===== src/rtl/seq_det_pkg.sv =====
// ============================================================
// seq_det_pkg : shared state encoding and config helpers
// Rev 1.0
// ============================================================
`default_nettype none

package seq_det_pkg;

    typedef enum logic [1:0] {
        ST_UNCFG  = 2'b00,
        ST_FILL   = 2'b01,
        ST_DETECT = 2'b10
    } state_t;

    function automatic logic len_legal(input int len, input int pat_w);
        return (len >= 1) && (len <= pat_w);
    endfunction

endpackage

`default_nettype wire


===== src/rtl/seq_detector_param_if.sv =====
// ============================================================
// seq_detector_param_if : config, stream and result signals
// Rev 1.0
// ============================================================
`default_nettype none

interface seq_detector_param_if #(
    parameter int PAT_W = 5,
    parameter int CNT_W = 8,
    parameter int LEN_W = $clog2(PAT_W + 1)
);
    logic             cfg_load;
    logic [PAT_W-1:0] cfg_pattern;
    logic [LEN_W-1:0] cfg_len;
    logic             cfg_overlap;
    logic             in_valid;
    logic             in_bit;
    logic             count_clr;
    logic             match;
    logic [CNT_W-1:0] match_count;
    logic             cfg_err;
    logic [1:0]       status;

    modport master (
        output cfg_load, cfg_pattern, cfg_len, cfg_overlap,
        output in_valid, in_bit, count_clr,
        input  match, match_count, cfg_err, status
    );

    modport slave (
        input  cfg_load, cfg_pattern, cfg_len, cfg_overlap,
        input  in_valid, in_bit, count_clr,
        output match, match_count, cfg_err, status
    );
endinterface

`default_nettype wire


===== src/rtl/seq_shift_hist.sv =====
// ============================================================
// seq_shift_hist : history shift register with fill counter
// Rev 1.0
// ============================================================
`default_nettype none

module seq_shift_hist #(
    parameter int PAT_W = 5,
    parameter int LEN_W = 3
) (
    input  wire logic             clk,
    input  wire logic             rst_n,
    input  wire logic             shift,
    input  wire logic             clear,
    input  wire logic             in_bit,
    input  wire logic [LEN_W-1:0] len,
    output logic      [PAT_W-1:0] hist_shift,
    output logic                  full,
    output logic                  full_shift
);
    logic [PAT_W-1:0] hist_q, hist_d;
    logic [LEN_W-1:0] fill_q, fill_d, fill_inc;

    // hist_shift/full_shift show the state as it would be after accepting in_bit,
    // so the comparator can decide on the same edge that samples the bit.
    always_comb begin
        hist_shift = {hist_q[PAT_W-2:0], in_bit};
        fill_inc   = (fill_q >= len) ? len : fill_q + LEN_W'(1);
        full_shift = (fill_inc == len);
        full       = (fill_q == len);
        hist_d     = hist_q;
        fill_d     = fill_q;
        if (clear) begin
            hist_d = '0;
            fill_d = '0;
        end else if (shift) begin
            hist_d = hist_shift;
            fill_d = fill_inc;
        end
    end

    always_ff @(posedge clk or negedge rst_n) begin
        if (!rst_n) begin
            hist_q <= '0;
            fill_q <= '0;
        end else begin
            hist_q <= hist_d;
            fill_q <= fill_d;
        end
    end
endmodule

`default_nettype wire


===== src/rtl/seq_detector_param.sv =====
// ============================================================
// seq_detector_param : runtime-programmable serial pattern detector
// Rev 1.0
// ============================================================
`default_nettype none

module seq_detector_param
    import seq_det_pkg::*;
#(
    parameter int PAT_W = 5,
    parameter int CNT_W = 8,
    parameter int LEN_W = $clog2(PAT_W + 1)
) (
    input  wire logic           clk,
    input  wire logic           rst_n,
    seq_detector_param_if.slave bus
);
    state_t           state_q, state_d;
    logic [PAT_W-1:0] pattern_q, pattern_d;
    logic [LEN_W-1:0] len_q, len_d;
    logic             overlap_q, overlap_d;
    logic             match_q, match_d;
    logic             cfg_err_q, cfg_err_d;
    logic [CNT_W-1:0] count_q, count_d;

    logic             load_ok, shift, hit, hist_clr, full, full_shift;
    logic [PAT_W-1:0] hist_shift, mask;

    seq_shift_hist #(
        .PAT_W (PAT_W),
        .LEN_W (LEN_W)
    ) u_hist (
        .clk        (clk),
        .rst_n      (rst_n),
        .shift      (shift),
        .clear      (hist_clr),
        .in_bit     (bus.in_bit),
        .len        (len_q),
        .hist_shift (hist_shift),
        .full       (full),
        .full_shift (full_shift)
    );

    always_comb begin
        for (int i = 0; i < PAT_W; i++) begin
            mask[i] = (LEN_W'(i) < len_q);
        end
    end

    always_comb begin
        state_d   = state_q;
        pattern_d = pattern_q;
        len_d     = len_q;
        overlap_d = overlap_q;
        count_d   = count_q;

        load_ok   = bus.cfg_load && len_legal(32'(bus.cfg_len), PAT_W);
        shift     = bus.in_valid && !bus.cfg_load && (state_q != ST_UNCFG);
        hit       = shift && full_shift && (((hist_shift ^ pattern_q) & mask) == '0);
        hist_clr  = load_ok || (hit && !overlap_q);
        match_d   = hit;
        cfg_err_d = bus.cfg_load && !load_ok;

        if (load_ok) begin
            pattern_d = bus.cfg_pattern;
            len_d     = bus.cfg_len;
            overlap_d = bus.cfg_overlap;
            state_d   = ST_FILL;
        end else if (state_q != ST_UNCFG) begin
            if (shift) begin
                if (hit && !overlap_q) state_d = ST_FILL;
                else if (full_shift)   state_d = ST_DETECT;
                else                   state_d = ST_FILL;
            end else begin
                state_d = full ? ST_DETECT : ST_FILL;
            end
        end

        // Clear beats a coincident match; a config load restarts the count too.
        if (load_ok || bus.count_clr) begin
            count_d = '0;
        end else if (hit && (count_q != {CNT_W{1'b1}})) begin
            count_d = count_q + CNT_W'(1);
        end
    end

    always_ff @(posedge clk or negedge rst_n) begin
        if (!rst_n) begin
            state_q   <= ST_UNCFG;
            pattern_q <= '0;
            len_q     <= '0;
            overlap_q <= 1'b0;
            match_q   <= 1'b0;
            cfg_err_q <= 1'b0;
            count_q   <= '0;
        end else begin
            state_q   <= state_d;
            pattern_q <= pattern_d;
            len_q     <= len_d;
            overlap_q <= overlap_d;
            match_q   <= match_d;
            cfg_err_q <= cfg_err_d;
            count_q   <= count_d;
        end
    end

    assign bus.match       = match_q;
    assign bus.match_count = count_q;
    assign bus.cfg_err     = cfg_err_q;
    assign bus.status      = state_q;
endmodule

`default_nettype wire


===== src/flat_wrapper.sv =====
// flat-port wrapper written by rule: the top's interface ports become plain ports
module seq_detector_param_flat import seq_det_pkg::*;
#(
    parameter int PAT_W = 5,
    parameter int CNT_W = 8,
    parameter int LEN_W = $clog2(PAT_W + 1)
)
  (clk, rst_n, bus_cfg_load, bus_cfg_pattern, bus_cfg_len, bus_cfg_overlap, bus_in_valid, bus_in_bit, bus_count_clr, bus_match, bus_match_count, bus_cfg_err, bus_status);
  seq_detector_param_if #(.PAT_W(PAT_W), .CNT_W(CNT_W), .LEN_W(LEN_W)) bus_i ();
  input  wire logic clk;
  input  wire logic rst_n;
  input wire logic [$bits(bus_i.cfg_load)-1:0] bus_cfg_load;
  input wire logic [$bits(bus_i.cfg_pattern)-1:0] bus_cfg_pattern;
  input wire logic [$bits(bus_i.cfg_len)-1:0] bus_cfg_len;
  input wire logic [$bits(bus_i.cfg_overlap)-1:0] bus_cfg_overlap;
  input wire logic [$bits(bus_i.in_valid)-1:0] bus_in_valid;
  input wire logic [$bits(bus_i.in_bit)-1:0] bus_in_bit;
  input wire logic [$bits(bus_i.count_clr)-1:0] bus_count_clr;
  output wire logic [$bits(bus_i.match)-1:0] bus_match;
  output wire logic [$bits(bus_i.match_count)-1:0] bus_match_count;
  output wire logic [$bits(bus_i.cfg_err)-1:0] bus_cfg_err;
  output wire logic [$bits(bus_i.status)-1:0] bus_status;
  assign bus_i.cfg_load = bus_cfg_load;
  assign bus_i.cfg_pattern = bus_cfg_pattern;
  assign bus_i.cfg_len = bus_cfg_len;
  assign bus_i.cfg_overlap = bus_cfg_overlap;
  assign bus_i.in_valid = bus_in_valid;
  assign bus_i.in_bit = bus_in_bit;
  assign bus_i.count_clr = bus_count_clr;
  assign bus_match = bus_i.match;
  assign bus_match_count = bus_i.match_count;
  assign bus_cfg_err = bus_i.cfg_err;
  assign bus_status = bus_i.status;
  seq_detector_param #(.PAT_W(PAT_W), .CNT_W(CNT_W), .LEN_W(LEN_W)) u_core (.clk(clk), .rst_n(rst_n), .bus(bus_i));
endmodule

===== config.mk =====
export PLATFORM = sky130hd
export DESIGN_NAME = seq_detector_param_flat
export DESIGN_NICKNAME = d
export VERILOG_FILES = /design/src/rtl/seq_det_pkg.sv /design/src/rtl/seq_detector_param_if.sv /design/src/rtl/seq_shift_hist.sv /design/src/rtl/seq_detector_param.sv /design/src/flat_wrapper.sv
export SDC_FILE = /design/constraint.sdc
export NUM_CORES = 1
export LEC_CHECK = 0
export BUFFER_PORTS_ARGS = -buffer_cell sky130_fd_sc_hd__buf_2
export CELL_PAD_IN_SITES_DETAIL_PLACEMENT = 2
export CELL_PAD_IN_SITES_GLOBAL_PLACEMENT = 2
export CORE_ASPECT_RATIO = 0.5
export CORE_MARGIN = 2
export CORE_UTILIZATION = 34
export CTS_CLUSTER_SIZE = 20
export DETAILED_ROUTE_END_ITERATION = 8
export PLACE_DENSITY_LB_ADDON = 0.2
export SYNTH_ARGS = -nofsm -noshare
export SYNTH_HDL_FRONTEND = slang
export SYNTH_SLANG_ARGS = --single-unit
export TNS_END_PERCENT = 100

===== constraint.sdc =====
create_clock -name clk -period 2.7 [get_ports clk]
set_clock_uncertainty 0.15 [all_clocks]
set_input_delay 0.54 -clock clk [delete_from_list [all_inputs] [get_ports clk]]
set_output_delay 0.54 -clock clk [all_outputs]
set_load 0.005 [all_outputs]

==> results.md <==
- Maxcap violations: 0
- Fin crit period: approximately 2.6 ns
- Worst R2R Setup Slack: slightly above 0.1 ns
- Final Setup Violations: 0
- Initial drt markers: 12
- 1st-pass router iterations: 4
- Cell Rows: 17
- # IOs: 27
- CTS Sinks: 28
- Top cell type by total area after synthesis: dfrtp_1
- # diodes: 0
- Worst vdd ir: between 200 and 250 uV
- Sw frac: about a third
- Yosys cell types: 40
- Worst Path Max Fanout: 7
- Hold slack final: 0.133 ns
- Leak Pwr: 0.807 nW
- Routed Antenna Nets: 0
- Critical path class: flop to flop
- Initial antenna violation count: 0
- Worst slew margin: between 50 and 60%
- Clock share of power: a little over a fifth
- Clock latency on the worst-skew pair: 0.28 ns
- Vias/cell: approximately 5.4
- Core area: between 4000 and 5000 sq um
- Port bufs: 26
- Post-DP HPWL: roughly 3.3 mm
- Initial core utilization: a little over a third
- CTS root buffer: clkbuf_8
- Synth Register Bits: 28
- Setup Buffers After CTS: 0
- Chip height: a little over 50 microns
- Total global-route track usage: roughly a fifth
- Layout cells sized above 1: around 28%
- Syn avg cell area: slightly above 10 sq um
- Vias in the first global route: ~1,400
- Pint: around 0.00082 W
- Non-Filler Instances: ~240
- RD Place Congestion: between 0.7 and 0.8
- Cts bufs inserted: 3
- Slew Limit Fails: 0
- Layout area overhead: 20.4%
- Power per cell area: roughly 700 nW/um^2
- Remaining Overflow, GRT: 0
- Sequential fraction of the synthesis area: about 46%
- Post-placement cell count: 240
- Die ar.: 5070 sq um
- WP data required: roughly 2.7 ns
- Vias: about 1,300
- Final Cycle Share: between 90% and 100%
- RSZ-0062 raised after global routing: false
- Crit end category: flop
- Pin count of the biggest net entering global routing: 29
- Status: complete, no violations
- Yosys top cell area share: around 46%
- Final TNS setup: 0 ns
- Yosys warns: 0
- WL final: around 4.4 mm
- Min-delay worst type: input port to asynchronous set/reset pin
- Cells taking the most area after synthesis: dfrtp_1 (46%), mux2_2 (6.6%), xnor2_1 (4.6%)
- Fill count: between 400 and 500
- Sw power: 0.000446 W
- Max Freq: ~0.38 GHz
- Clock Tree Buf Depth: 2
- Combinational share of power: 37.3%
- CP arrival: 2.63 ns
- Final hold vios: 0
- Least-Margin Pin Slew: around 0.68 ns
- CTS tree: done
- Reg clk slew, reported paths: ~0.10 ns
- Syn Inst Count: ~150
- Synthesized area: 1530 sq um
- Syn_nets: 171
- First-pass GRT wire length: between 7 and 8 mm
- Die W: between 90 and 100 microns
- Final Net Count: 208
- Worst setup SP type: flop
- Flop pwr share: about two fifths
- DRC Markers: 0
- H-tree levels: 1
- Drt wl/cell: 18.0 microns
-- state kept, by name, indices dropped and copies added (netlist names) --
| register | count |
|---|---|
| u_core.u_hist.hist_q | 4 |
| u_core.bus.match_count | 8 |
| u_core.bus.cfg_err | 1 |
| u_core.u_hist.fill_q | 3 |
| u_core.pattern_q | 5 |
| u_core.len_q | 3 |
| u_core.bus.status | 2 |
| u_core.bus.match | 1 |
| u_core.overlap_q | 1 |
-- Yosys cell counts --
| cell | count |
|---|---|
| o21a_1 | 1 |
| nand2b_1 | 2 |
| o211ai_1 | 2 |
| nand4_1 | 4 |
| inv_1 | 6 |
| nand3b_2 | 1 |
| o21bai_1 | 1 |
| or4b_1 | 2 |
| a21oi_1 | 13 |
| o22ai_1 | 1 |
| dfrtp_1 | 28 |
| ha_1 | 5 |
| a22o_1 | 1 |
| mux2i_1 | 1 |
| or2_2 | 1 |
| nor2_1 | 7 |
| a31o_2 | 1 |
| xor2_1 | 1 |
| o21ai_1 | 1 |
| or4_1 | 5 |
| o31ai_1 | 4 |
| nor3_1 | 1 |
| xnor2_1 | 8 |
| nand2_2 | 1 |
| nand3_1 | 4 |
| a32o_1 | 2 |
| nand2_1 | 18 |
| or3_1 | 1 |
| a211oi_1 | 3 |
| o41ai_1 | 2 |
| mux2_2 | 9 |
| a221oi_1 | 1 |
| buf_2 | 2 |
| a21o_1 | 1 |
| a221o_2 | 1 |
| nor3b_1 | 1 |
| nor4_1 | 1 |
| and3_1 | 1 |
| and4_1 | 1 |
| o21ai_0 | 5 |
-- layout by cell type, fill, tap and decap left out, drive strengths merged, types with 2 or more instances in the layout --
cell	n
a211oi	3
a21oi	13
a32o	2
buf	34
clkbuf	4
dfrtp	28
ha	5
inv	6
mux2	9
nand2	19
nand2b	2
nand3	4
nand4	4
nor2	7
o211ai	2
o21ai	6
o31ai	4
o41ai	2
or4	5
or4b	2
xnor2	8
-- metrics by stage --
stage / worst slack [ns] / total power (W) / util (%) / instance area, sq um
floorplan: 0.468 / 0.000821 / - / 1530
global placement: 0.154 / 0.000970 / 40.7 / 1780
detailed placement: 0.0536 / 0.00100 / 40.7 / 1780
CTS: 0.0462 / 0.00128 / 42.0 / 1830
global route: 0.0128 / 0.00135 / 42.1 / 1840
finish: 0.102 / 0.00127 / 42.1 / 1840
-- power by group through the flow --
stage	clock [W]	sequential, W	combinational (W)
finish	0.000272	0.000521	0.000473
global placement	0	0.000525	0.000445
global route	0.000296	0.000528	0.000526
detailed placement	0	0.000530	0.000472
CTS	0.000285	0.000522	0.000478
floorplan	0	0.000522	0.000299
-- per-layer routing --
layer | track usage [%] | routed length [microns]
met1 | 25.8 | 2160
met3 | 4.10 | 90
met4 | 2.05 | 21
met5 | 0 | 0
met2 | 33.8 | 2110
-- area by class of cell --
type / count / area (sq um) / share of cell area, %
Tap cell: 57 / 71.3 / 3.88
Timing Repair Buffer: 34 / 190 / 10.4
Inverter: 6 / 22.5 / 1.23
Multi-Input combinational cell: 115 / 797 / 43.4
Sequential cell: 28 / 701 / 38.1
Clock buffer: 4 / 55.1 / 3.00
-- kinds of logic after synthesis --
kind of cell | share of synthesized area (%)
flops | 45.9
buf+inv | 2.13
compound gates | 17.5
simple gates | 17.9
mux | 7.30
fa+ha+maj | 4.10
xor+xnor | 5.17
-- worst max-delay path: stages, from the launching register on --
cell      delay [ns]
dfrtp_1         0.43
inv_1           0.10
ha_1            0.31
nand2b_1        0.13
a21o_1          0.14
a221o_2         0.19
nand2_2         0.09
buf_4           0.17
or4_1           0.53
a32o_1          0.27
-- what timing repair did --
item                                    4_1_cts  5_1_grt
hold buffers                                  0        0
gates resized for setup                       0        1
hold endpoints to repair                      0        0
endpoints found under the setup margin        0        7
-- path summary, 6_finish.rpt --
| kind | cells after the start | endpoint | start |
|---|---|---|---|
| max | 9 | u_core.bus.match_count[6] | u_core.u_hist.fill_q[0] |
| min | 1 | u_core.bus.match | rst_n |
| max reg2reg | 9 | u_core.bus.match_count[6] | u_core.u_hist.fill_q[0] |
| min reg2reg | 1 | u_core.pattern_q[4] | u_core.pattern_q[4] |
| max in group asynchronous | 1 | u_core.pattern_q[4] | rst_n |
| min in group clk | 2 | u_core.pattern_q[3] | bus_cfg_pattern[3] |
No activity file was read; power rests on OpenSTA's default activity.
